`src/rtl/ex_stage_if.sv`:
```
// ID/EX, WB and EX/MEM signal bundle for the MIPS execute stage.
// The stage uses the slave modport; the surrounding pipeline uses master.
interface ex_stage_if;
  logic [4:0]  ALUCode_ex;
  logic        ALUSrcA_ex;
  logic        ALUSrcB_ex;
  logic        RegDst_ex;
  logic        MemWrite_ex;
  logic        MemRead_ex;
  logic        RegWrite_ex;
  logic        MemToReg_ex;
  logic [31:0] Sa_ex;
  logic [31:0] Imm_ex;
  logic [4:0]  RsAddr_ex;
  logic [4:0]  RtAddr_ex;
  logic [4:0]  RdAddr_ex;
  logic [31:0] RsData_ex;
  logic [31:0] RtData_ex;
  logic        RegWrite_wb;
  logic [4:0]  WriteAddr_wb;
  logic [31:0] WriteData_wb;
  logic [31:0] ALUResult_mem;
  logic [31:0] MemWriteData_mem;
  logic [4:0]  WriteAddr_mem;
  logic        RegWrite_mem;
  logic        MemWrite_mem;
  logic        MemRead_mem;
  logic        MemToReg_mem;
  logic        ex_busy;

  modport slave (
    input  ALUCode_ex, ALUSrcA_ex, ALUSrcB_ex, RegDst_ex,
           MemWrite_ex, MemRead_ex, RegWrite_ex, MemToReg_ex,
           Sa_ex, Imm_ex, RsAddr_ex, RtAddr_ex, RdAddr_ex,
           RsData_ex, RtData_ex, RegWrite_wb, WriteAddr_wb, WriteData_wb,
    output ALUResult_mem, MemWriteData_mem, WriteAddr_mem,
           RegWrite_mem, MemWrite_mem, MemRead_mem, MemToReg_mem, ex_busy
  );

  modport master (
    output ALUCode_ex, ALUSrcA_ex, ALUSrcB_ex, RegDst_ex,
           MemWrite_ex, MemRead_ex, RegWrite_ex, MemToReg_ex,
           Sa_ex, Imm_ex, RsAddr_ex, RtAddr_ex, RdAddr_ex,
           RsData_ex, RtData_ex, RegWrite_wb, WriteAddr_wb, WriteData_wb,
    input  ALUResult_mem, MemWriteData_mem, WriteAddr_mem,
           RegWrite_mem, MemWrite_mem, MemRead_mem, MemToReg_mem, ex_busy
  );
endinterface

```
`src/rtl/ex_stage.sv`:
```
// MIPS execute stage: forwarding, ALU, destination select and EX/MEM register.
// Define EX_MUL_EN to include the iterative shift-add multiplier (ALU code 16).
module ex_stage (
  input logic         clk,
  input logic         reset,
  ex_stage_if.slave   bus
);

  localparam logic [4:0] ALU_MUL = 5'd16;

  logic [31:0] aluResultMem;
  logic [31:0] memWriteDataMem;
  logic [4:0]  writeAddrMem;
  logic        regWriteMem;
  logic        memWriteMem;
  logic        memReadMem;
  logic        memToRegMem;
  logic        busy;

  logic [31:0] fwdRs, fwdRt;
  logic [31:0] opA, opB;
  logic [31:0] aluResult;
  logic [31:0] nextResult;
  logic [4:0]  writeAddr;

  // EX/MEM has priority over MEM/WB; r0 is never forwarded.
  always_comb begin
    fwdRs = bus.RsData_ex;
    if (regWriteMem && writeAddrMem != '0 && writeAddrMem == bus.RsAddr_ex)
      fwdRs = aluResultMem;
    else if (bus.RegWrite_wb && bus.WriteAddr_wb != '0 && bus.WriteAddr_wb == bus.RsAddr_ex)
      fwdRs = bus.WriteData_wb;
  end

  always_comb begin
    fwdRt = bus.RtData_ex;
    if (regWriteMem && writeAddrMem != '0 && writeAddrMem == bus.RtAddr_ex)
      fwdRt = aluResultMem;
    else if (bus.RegWrite_wb && bus.WriteAddr_wb != '0 && bus.WriteAddr_wb == bus.RtAddr_ex)
      fwdRt = bus.WriteData_wb;
  end

  assign opA       = bus.ALUSrcA_ex ? bus.Sa_ex : fwdRs;
  assign opB       = bus.ALUSrcB_ex ? bus.Imm_ex : fwdRt;
  assign writeAddr = bus.RegDst_ex ? bus.RdAddr_ex : bus.RtAddr_ex;

  always_comb begin
    aluResult = '0;
    case (bus.ALUCode_ex)
      5'd0:    aluResult = opA + opB;
      5'd1:    aluResult = opA - opB;
      5'd2:    aluResult = opA & opB;
      5'd3:    aluResult = opA | opB;
      5'd4:    aluResult = opA ^ opB;
      5'd5:    aluResult = ~(opA | opB);
      5'd6:    aluResult = {31'd0, $signed(opA) < $signed(opB)};
      5'd7:    aluResult = {31'd0, opA < opB};
      5'd8:    aluResult = opB << opA[4:0];
      5'd9:    aluResult = opB >> opA[4:0];
      5'd10:   aluResult = $unsigned($signed(opB) >>> opA[4:0]);
      5'd11:   aluResult = {opB[15:0], 16'd0};
      default: aluResult = '0;
    endcase
  end

`ifdef EX_MUL_EN
  typedef enum logic [1:0] {IDLE, BUSY, DONE} mulState_t;

  mulState_t   state, stateNext;
  logic [31:0] mulA, mulB, acc;
  logic [4:0]  cnt;

  always_ff @(posedge clk) begin
    if (reset) state <= IDLE;
    else       state <= stateNext;
  end

  always_comb begin
    stateNext = state;
    busy      = 1'b0;
    case (state)
      IDLE: if (bus.ALUCode_ex == ALU_MUL) begin
              busy      = 1'b1;
              stateNext = BUSY;
            end
      BUSY: begin
              busy = 1'b1;
              if (cnt == 5'd31) stateNext = DONE;
            end
      DONE: stateNext = IDLE;
      default: stateNext = IDLE;
    endcase
  end

  // Operands are latched on entry so later WB traffic cannot disturb them.
  always_ff @(posedge clk) begin
    if (state == IDLE && bus.ALUCode_ex == ALU_MUL) begin
      mulA <= opA;
      mulB <= opB;
      acc  <= '0;
      cnt  <= '0;
    end else if (state == BUSY) begin
      if (mulB[0]) acc <= acc + mulA;
      mulA <= mulA << 1;
      mulB <= mulB >> 1;
      cnt  <= cnt + 5'd1;
    end
  end

  assign nextResult = (state == DONE) ? acc : aluResult;
`else
  assign busy       = 1'b0;
  assign nextResult = aluResult;
`endif

  always_ff @(posedge clk) begin
    if (reset || busy) begin
      aluResultMem    <= '0;
      memWriteDataMem <= '0;
      writeAddrMem    <= '0;
      regWriteMem     <= 1'b0;
      memWriteMem     <= 1'b0;
      memReadMem      <= 1'b0;
      memToRegMem     <= 1'b0;
    end else begin
      aluResultMem    <= nextResult;
      memWriteDataMem <= fwdRt;
      writeAddrMem    <= writeAddr;
      regWriteMem     <= bus.RegWrite_ex;
      memWriteMem     <= bus.MemWrite_ex;
      memReadMem      <= bus.MemRead_ex;
      memToRegMem     <= bus.MemToReg_ex;
    end
  end

  assign bus.ALUResult_mem    = aluResultMem;
  assign bus.MemWriteData_mem = memWriteDataMem;
  assign bus.WriteAddr_mem    = writeAddrMem;
  assign bus.RegWrite_mem     = regWriteMem;
  assign bus.MemWrite_mem     = memWriteMem;
  assign bus.MemRead_mem      = memReadMem;
  assign bus.MemToReg_mem     = memToRegMem;
  assign bus.ex_busy          = busy;

endmodule

```
`src/flat_wrapper.sv`:
```
// flat-port wrapper written by rule: the top's interface ports become plain ports
module ex_stage_flat 
  (clk, reset, bus_ALUCode_ex, bus_ALUSrcA_ex, bus_ALUSrcB_ex, bus_RegDst_ex, bus_MemWrite_ex, bus_MemRead_ex, bus_RegWrite_ex, bus_MemToReg_ex, bus_Sa_ex, bus_Imm_ex, bus_RsAddr_ex, bus_RtAddr_ex, bus_RdAddr_ex, bus_RsData_ex, bus_RtData_ex, bus_RegWrite_wb, bus_WriteAddr_wb, bus_WriteData_wb, bus_ALUResult_mem, bus_MemWriteData_mem, bus_WriteAddr_mem, bus_RegWrite_mem, bus_MemWrite_mem, bus_MemRead_mem, bus_MemToReg_mem, bus_ex_busy);
  ex_stage_if bus_i ();
  input logic clk;
  input logic reset;
  input wire logic [$bits(bus_i.ALUCode_ex)-1:0] bus_ALUCode_ex;
  input wire logic [$bits(bus_i.ALUSrcA_ex)-1:0] bus_ALUSrcA_ex;
  input wire logic [$bits(bus_i.ALUSrcB_ex)-1:0] bus_ALUSrcB_ex;
  input wire logic [$bits(bus_i.RegDst_ex)-1:0] bus_RegDst_ex;
  input wire logic [$bits(bus_i.MemWrite_ex)-1:0] bus_MemWrite_ex;
  input wire logic [$bits(bus_i.MemRead_ex)-1:0] bus_MemRead_ex;
  input wire logic [$bits(bus_i.RegWrite_ex)-1:0] bus_RegWrite_ex;
  input wire logic [$bits(bus_i.MemToReg_ex)-1:0] bus_MemToReg_ex;
  input wire logic [$bits(bus_i.Sa_ex)-1:0] bus_Sa_ex;
  input wire logic [$bits(bus_i.Imm_ex)-1:0] bus_Imm_ex;
  input wire logic [$bits(bus_i.RsAddr_ex)-1:0] bus_RsAddr_ex;
  input wire logic [$bits(bus_i.RtAddr_ex)-1:0] bus_RtAddr_ex;
  input wire logic [$bits(bus_i.RdAddr_ex)-1:0] bus_RdAddr_ex;
  input wire logic [$bits(bus_i.RsData_ex)-1:0] bus_RsData_ex;
  input wire logic [$bits(bus_i.RtData_ex)-1:0] bus_RtData_ex;
  input wire logic [$bits(bus_i.RegWrite_wb)-1:0] bus_RegWrite_wb;
  input wire logic [$bits(bus_i.WriteAddr_wb)-1:0] bus_WriteAddr_wb;
  input wire logic [$bits(bus_i.WriteData_wb)-1:0] bus_WriteData_wb;
  output wire logic [$bits(bus_i.ALUResult_mem)-1:0] bus_ALUResult_mem;
  output wire logic [$bits(bus_i.MemWriteData_mem)-1:0] bus_MemWriteData_mem;
  output wire logic [$bits(bus_i.WriteAddr_mem)-1:0] bus_WriteAddr_mem;
  output wire logic [$bits(bus_i.RegWrite_mem)-1:0] bus_RegWrite_mem;
  output wire logic [$bits(bus_i.MemWrite_mem)-1:0] bus_MemWrite_mem;
  output wire logic [$bits(bus_i.MemRead_mem)-1:0] bus_MemRead_mem;
  output wire logic [$bits(bus_i.MemToReg_mem)-1:0] bus_MemToReg_mem;
  output wire logic [$bits(bus_i.ex_busy)-1:0] bus_ex_busy;
  assign bus_i.ALUCode_ex = bus_ALUCode_ex;
  assign bus_i.ALUSrcA_ex = bus_ALUSrcA_ex;
  assign bus_i.ALUSrcB_ex = bus_ALUSrcB_ex;
  assign bus_i.RegDst_ex = bus_RegDst_ex;
  assign bus_i.MemWrite_ex = bus_MemWrite_ex;
  assign bus_i.MemRead_ex = bus_MemRead_ex;
  assign bus_i.RegWrite_ex = bus_RegWrite_ex;
  assign bus_i.MemToReg_ex = bus_MemToReg_ex;
  assign bus_i.Sa_ex = bus_Sa_ex;
  assign bus_i.Imm_ex = bus_Imm_ex;
  assign bus_i.RsAddr_ex = bus_RsAddr_ex;
  assign bus_i.RtAddr_ex = bus_RtAddr_ex;
  assign bus_i.RdAddr_ex = bus_RdAddr_ex;
  assign bus_i.RsData_ex = bus_RsData_ex;
  assign bus_i.RtData_ex = bus_RtData_ex;
  assign bus_i.RegWrite_wb = bus_RegWrite_wb;
  assign bus_i.WriteAddr_wb = bus_WriteAddr_wb;
  assign bus_i.WriteData_wb = bus_WriteData_wb;
  assign bus_ALUResult_mem = bus_i.ALUResult_mem;
  assign bus_MemWriteData_mem = bus_i.MemWriteData_mem;
  assign bus_WriteAddr_mem = bus_i.WriteAddr_mem;
  assign bus_RegWrite_mem = bus_i.RegWrite_mem;
  assign bus_MemWrite_mem = bus_i.MemWrite_mem;
  assign bus_MemRead_mem = bus_i.MemRead_mem;
  assign bus_MemToReg_mem = bus_i.MemToReg_mem;
  assign bus_ex_busy = bus_i.ex_busy;
  ex_stage u_core (.clk(clk), .reset(reset), .bus(bus_i));
endmodule
```
`config.mk`:
```
export PLATFORM = sky130hd
export DESIGN_NAME = ex_stage_flat
export DESIGN_NICKNAME = d
export VERILOG_FILES = /design/src/rtl/ex_stage_if.sv /design/src/rtl/ex_stage.sv /design/src/flat_wrapper.sv
export SDC_FILE = /design/constraint.sdc
export NUM_CORES = 1
export LEC_CHECK = 0
export CAP_MARGIN = 10
export CORE_ASPECT_RATIO = 0.8
export CORE_MARGIN = 2
export CORE_UTILIZATION = 40
export CTS_CLUSTER_SIZE = 20
export DETAILED_ROUTE_END_ITERATION = 10
export SLEW_MARGIN = 20
export SYNTH_ARGS = -nofsm -noshare
export SYNTH_HDL_FRONTEND = slang
export SYNTH_SLANG_ARGS = --single-unit
```
`constraint.sdc`:
```
create_clock -name clk -period 6.88 [get_ports clk]
set_input_delay 0.688 -clock clk [delete_from_list [all_inputs] [get_ports clk]]
set_output_delay 0.688 -clock clk [all_outputs]
set_load 0.005 [all_outputs]
```
==> impl_metrics.py, run 1 <==
metrics = {
    "die": {
        "die_h_um": 168,
        "start_util_pct": 40.9,
        "ios": 269,
        "die_width_um": 209,
        "core_um2": 32800,
        "dieArea_um2": 35000,
        "row_count": 59,
    },
    "cts": {
        "clock_latency_ns": 0.38,
        "path_clk_slew_ns": 0.07,
        "cts-root-buf": "clkbuf_16",
        "cts_hold_buf": 0,
        "htree_levels": 3,
        "cts_resized": 0,
        "clockBufferDepth": 2,
        "cts_tree": "done",
        "clkSinkCount": 73,
        "numCtsBuffers": 9,
        "post_cts_buffers": 0,
    },
    "drt": {
        "drtPass1Iterations": 6,
        "wl_per_cell_um": 31.3,
        "vias": 17400,
        "drtIter0Drc": 2598,
        "wl_mm": 78.2,
        "routed_via_density": 6.94,
        "drc": 0,
        "antenna_left": 0,
    },
    "placed_design": {
        "dp_hpwl_mm": 62.2,
        "io_buffers": 267,
        "gp_congestion": 1.06,
        "post-place-ws_ns": 0.339,
    },
    "global_route": {
        "grt_max_degree": 50,
        "antenna_found_initial": 5,
        "grt_most_used_layer": "met2",
        "grt_pass1_vias": 16000,
        "grt_usage_pct": 43.3,
        "grt_overflow": 0,
        "grt_pass1_wl_mm": 112,
        "met1_usage_pct": 57.2,
        "use_met2_pct": 62.9,
        "met3_usage_pct": 14.6,
    },
    "power": {
        "combinationalPowerShare_pct": 61.5,
        "p_leak_nw": 6.99,
        "internal_power_mw": 1.36,
        "power_frac_seq_pct": 18.3,
        "powerDensity_nw_per_um2": 152,
        "switchingPower_mw": 1.23,
        "irDropWorstVdd_mv": 0.101,
        "sw_frac_of_total_pct": 47.4,
        "pwr-share-clk_pct": 20.2,
    },
    "hold_path": {
        "hp-class": "flop to flop",
    },
    "synthesis": {
        "synth_top_area_share_pct": 13.1,
        "synth-seq-area-share_pct": 10.9,
        "avgSynthCellArea_um2": 7.26,
        "synth_enable_flop_cells": 0,
        "yosysUniqueCellTypes": 82,
        "async_reset_ff_share_pct": 0,
        "yosys-top-cells-count": "175 x mux2i_1, 174 x nor2_1, 133 x a21oi_1",
        "netlist_instances": 1846,
        "yosys-top-cells-area": "mux2i_1 13%, dfxtp_1 11%, ha_1 9.0%",
        "yosysWarnings": 0,
        "synth_area_um2": 13400,
        "synth_top_area_cell": "mux2i_1",
        "syn-num-nets": 2139,
        "synth-main-ff-cell": "dfxtp_1",
        "synth_seq_cells": 73,
        "post-synth-top-count-cell": "mux2i_1",
    },
    "sta": {
        "fin_tns_setup_ns": 0,
        "worst_pin_slew_ns": 0.969,
        "setup_slack_ns": 0.515,
        "relSlewSlack_pct": 33.7,
        "fmax_mhz": 157,
        "finalCritPeriodShare_pct": 92.5,
        "rsz0062_at_grt": "no",
        "period_minus_slack_ns": 6.36,
        "drv_slew": 0,
        "hold_viol": 0,
        "setup_viol": 0,
        "fin_skew_ns": 0.0150,
    },
    "setup_path": {
        "critPathRequiredTime_ns": 7.13,
        "rr_endpoint": "u_core.bus.ALUResult_mem[13]",
        "ff2ff_setup_slack_ns": 0.57,
        "endpoint_kind": "flop",
        "crit_path_max_fanout": 27,
        "crit_start": "bus_WriteAddr_wb[4]",
        "crit-reg2reg-launch": "u_core.bus.WriteAddr_mem[1]",
        "cp.arrival_ns": 6.61,
        "critical_path.endpoint": "u_core.bus.ALUResult_mem[0]",
        "r2r_cells": 18,
        "critPathKind": "primary input to flop",
        "cp-start-kind": "primary input",
    },
    "status": {
        "status": "complete, no violations",
    },
    "layout": {
        "fill_cells": 3270,
        "final_nets": 2362,
        "drive_gt1_share_pct": 9.26,
        "areaGrowthSynthToFinish_pct": 27.1,
    },
    "run": {
        "max_cap_viol_count": 0,
    },
}
-- final cells by class --
class | count | area (um2) | share of cell area [%]
Sequential cell | 73 | 1460 | 8.57
Clock inverter | 4 | 51.3 | 0.301
Clock buffer | 12 | 256 | 1.50
Inverter | 99 | 373 | 2.19
Multi-Input combinational cell | 1518 | 10900 | 64.1
Antenna cell | 1 | 2.50 | 0.0147
Timing Repair Buffer | 368 | 3440 | 20.2
Tap cell | 427 | 534 | 3.13
-- power by group through the flow --
| stage | clock network (mW) | logic, mW | registers, mW |
|---|---|---|---|
| floorplan | 0 | 0.893 | 0.472 |
| global placement | 0 | 1.51 | 0.481 |
| detailed placement | 0 | 1.51 | 0.481 |
| CTS | 0.521 | 1.52 | 0.472 |
| global route | 0.538 | 1.66 | 0.473 |
| finish | 0.524 | 1.59 | 0.473 |
-- sequential cells by signal (all words and copies together) (netlist names) --
name,cells
u_core.bus.ALUResult_mem,32
u_core.bus.MemRead_mem,1
u_core.bus.MemToReg_mem,1
u_core.bus.MemWriteData_mem,32
u_core.bus.RegWrite_mem,1
u_core.bus.WriteAddr_mem,5
u_core.bus.MemWrite_mem,1
-- per-layer routing --
metal / vias to the layer above / wire length (um)
li1: 7452 / -
met1: 8176 / 30800
met2: 1422 / 31700
met3: 298 / 11000
met4: 6 / 4610
met5: - / 84
-- worst min-delay path by stage --
stage / end / start / depth (start not counted)
after floorplan: u_core.bus.MemWriteData_mem[4] / u_core.bus.ALUResult_mem[4] / 2
after global placement: u_core.bus.MemWriteData_mem[16] / u_core.bus.ALUResult_mem[16] / 2
after detailed placement: u_core.bus.MemWriteData_mem[4] / u_core.bus.ALUResult_mem[4] / 2
after CTS: u_core.bus.MemWriteData_mem[4] / u_core.bus.ALUResult_mem[4] / 2
after global routing: u_core.bus.MemWriteData_mem[4] / u_core.bus.ALUResult_mem[4] / 2
final: u_core.bus.MemWriteData_mem[16] / u_core.bus.ALUResult_mem[16] / 2
-- cell families (layout without fill, tap and decap cells) --
| kind of cell | after synthesis | after routing | synth area share [%] |
|---|---|---|---|
| AOI/OAI and AO/OA | 667 | 667 | 34.8 |
| xor gates and xnor gates | 27 | 27 | 1.76 |
| adders and majority gates | 98 | 98 | 9.26 |
| buffers and inverters | 255 | 483 | 7.81 |
| DFF | 73 | 73 | 10.9 |
| muxes | 216 | 216 | 17.7 |
| other | 1 | 2 | 0.0280 |
| and+or+nand+nor | 509 | 509 | 17.7 |
-- layout by cell type, fill, tap and decap left out, types with 13 or more instances in the layout --
master / n
nand4_1: 38
a221oi_1: 13
ha_1: 96
o21ai_0: 89
nand3_1: 24
a22oi_1: 13
mux2_2: 26
o211ai_1: 20
mux2i_1: 175
dfxtp_1: 73
mux4_2: 14
nor2b_1: 20
a31oi_1: 34
a311oi_1: 50
nor2_1: 174
nand2_1: 123
o221ai_1: 13
buf_4: 99
a21oi_1: 133
a21o_1: 47
xnor2_1: 19
clkdlybuf4s50_1: 264
o31a_1: 20
o22ai_1: 19
a211oi_1: 64
inv_1: 94
nor3_1: 58
o31ai_1: 42
-- critical path, cell delays in order --
cell and delay (ns):
clkdlybuf4s50_1 0.53, xor2_1 0.22, or3_1 0.41, nor3_2 0.41, buf_12 0.29, mux2i_1 0.42, a211oi_1 0.13, a21o_1 0.29
ha_1 0.51, nor3b_1 0.27, o21ai_0 0.19, and3_1 0.24, nor3_1 0.20, a211oi_1 0.10, o31a_1 0.32, o22ai_1 0.38
a2111oi_0 0.18, or3_1 0.45, o31a_1 0.34
-- stage by stage --
stage	power [mW]	hold WS (ns)	area, um2	utilization [%]	cells
after floorplan	1.36	0.539	13400	-	1846
after global placement	1.99	0.600	16700	51.1	2485
after detailed placement	1.99	0.597	16700	51.1	2485
after CTS	2.51	0.614	17000	52.0	2501
after global routing	2.67	0.650	17000	52.0	2501
final	2.59	0.632	17000	52.0	2502
No activity file was read; power rests on OpenSTA's default activity.
==> run 2, diff against run 1 <==
--- a/config.mk
+++ b/config.mk
@@ -11,6 +11,7 @@
 export CORE_UTILIZATION = 40
 export CTS_CLUSTER_SIZE = 20
 export DETAILED_ROUTE_END_ITERATION = 10
+export SETUP_SLACK_MARGIN = 0.3
 export SLEW_MARGIN = 20
 export SYNTH_ARGS = -nofsm -noshare
 export SYNTH_HDL_FRONTEND = slang
==> impl_metrics.py, run 2 (synthesized netlist as in run 1, its figures left out) <==
metrics = {
    "layout": {
        "drive_gt1_share_pct": 9.34,
        "areaGrowthSynthToFinish_pct": 27.3,
        "layout_commonest_cell": "clkdlybuf4s50_1",
        "final_nets": 2364,
        "layout_common_cells": "264 x clkdlybuf4s50_1, 175 x mux2i_1, 174 x nor2_1",
        "fin_cells": 2505,
    },
    "power": {
        "p_leak_nw": 7.00,
        "combinationalPowerShare_pct": 61.5,
        "sw_frac_of_total_pct": 47.4,
        "pwr-share-clk_pct": 20.2,
        "internal_power_mw": 1.36,
        "power_frac_seq_pct": 18.2,
        "irDropWorstVdd_mv": 0.101,
        "powerDensity_nw_per_um2": 152,
        "switchingPower_mw": 1.23,
    },
    "cts": {
        "clock_latency_ns": 0.38,
        "path_clk_slew_ns": 0.06,
        "clkSinkCount": 73,
        "cts_tree": "done",
        "cts_hold_buf": 0,
        "clockBufferDepth": 2,
        "cts-root-buf": "clkbuf_16",
        "numCtsBuffers": 9,
        "htree_levels": 3,
    },
    "setup_path": {
        "critPathKind": "primary input to flop",
        "crit_path_max_fanout": 27,
        "critPathRequiredTime_ns": 7.13,
        "endpoint_kind": "flop",
        "cp.arrival_ns": 6.56,
        "cp-start-kind": "primary input",
    },
    "sta": {
        "fmax_mhz": 158,
        "drv_slew": 0,
        "hold_viol": 0,
        "setup_slack_ns": 0.566,
        "period_minus_slack_ns": 6.31,
        "fin_skew_ns": 0.0134,
        "fin_tns_setup_ns": 0,
        "setup_viol": 0,
        "rsz0062_at_grt": "yes",
        "relSlewSlack_pct": 29.0,
        "worst_pin_slew_ns": 1.04,
        "finalCritPeriodShare_pct": 91.8,
    },
    "drt": {
        "routed_via_density": 6.95,
        "antenna_left": 0,
        "drtIter0Drc": 2657,
        "wl_mm": 78.3,
        "drtPass1Iterations": 9,
        "drc": 0,
        "vias": 17400,
        "wl_per_cell_um": 31.3,
    },
    "run": {
        "max_cap_viol_count": 0,
    },
    "global_route": {
        "antenna_found_initial": 5,
        "grt_usage_pct": 43.3,
        "grt_pass1_vias": 16000,
        "grt_pass1_wl_mm": 112,
        "grt_max_degree": 50,
        "grt_overflow": 0,
    },
    "placed_design": {
        "dp_cells": 2485,
        "gp_congestion": 1.06,
        "post-place-ws_ns": 0.339,
        "io_buffers": 267,
        "dp_hpwl_mm": 62.2,
    },
    "die": {
        "core_um2": 32800,
        "start_util_pct": 40.9,
        "dieArea_um2": 35000,
        "row_count": 59,
        "die_h_um": 168,
        "die_width_um": 209,
        "ios": 269,
    },
    "status": {
        "status": "complete, no violations",
    },
    "hold_path": {
        "hp-class": "flop to flop",
    },
}
-- run 2: changes by cell type in the layout (fill, tap and decap cells not counted), sizes merged --
cell	delta
buf	+2
diode	+1
-- run 2: worst paths after layout --
check | from | to | slack, ns | depth (start not counted)
hold reg to reg | u_core.bus.ALUResult_mem[4] | u_core.bus.MemWriteData_mem[4] | 0.63 | 2
hold / removal | u_core.bus.ALUResult_mem[4] | u_core.bus.MemWriteData_mem[4] | 0.63 | 2
setup / recovery | bus_WriteAddr_wb[4] | u_core.bus.ALUResult_mem[0] | 0.57 | 19
setup reg to reg | u_core.bus.WriteAddr_mem[1] | u_core.bus.ALUResult_mem[13] | 0.77 | 18
-- run 2: final cells by class --
type	instances	area, um2
Clock inverter	4	51.3
Sequential cell	73	1460
Antenna cell	2	5.00
Clock buffer	12	256
Inverter	99	373
Timing Repair Buffer	370	3460
Fill cell	3270	15700
Tap cell	427	534
Multi-Input combinational cell	1518	10900
-- run 2: power groups by stage --
stage | Combinational (mW) | Sequential, mW | Clock, mW
global route | 1.66 | 0.473 | 0.538
detailed placement | 1.51 | 0.481 | 0
CTS | 1.52 | 0.472 | 0.521
finish | 1.60 | 0.473 | 0.525
global placement | 1.51 | 0.481 | 0
floorplan | 0.893 | 0.472 | 0
-- run 2: per-layer routing --
layer	vias to the layer above	global-route usage, %	routed length (um)
met1	8266	57.2	31300
met5	-	0	78
met4	8	20.6	4380
li1	7474	-	-
met3	289	14.6	10600
met2	1363	62.9	31900
-- run 2: repair_timing --
| item | in CTS | in global routing |
|---|---|---|
| setup buffers | 0 | 2 |
| setup endpoints to repair | 0 | 2 |
| resized for setup | 0 | 1 |
-- run 2: metrics by stage --
stage	util [%]	hold WS [ns]	area [um2]	total power [mW]
6_report	52.1	0.631	17100	2.59
5_1_grt	52.1	0.650	17100	2.68
4_1_cts	52.0	0.614	17000	2.51
3_5_place_dp	51.1	0.597	16700	1.99
3_3_place_gp	51.1	0.600	16700	1.99
2_1_floorplan	-	0.539	13400	1.36
-- run 2: critical path, stage by stage --
cell and delay (ns):
clkdlybuf4s50_1 0.53, xor2_1 0.23, or3_1 0.44, nor3_4 0.33, buf_12 0.28, mux2i_1 0.44
a211oi_1 0.14, a21o_1 0.29, ha_1 0.51, nor3b_1 0.27, o21ai_0 0.19, and3_1 0.24
nor3_1 0.20, a211oi_1 0.10, o31a_1 0.31, o22ai_1 0.39, a2111oi_0 0.18, or3_1 0.45
o31a_1 0.34
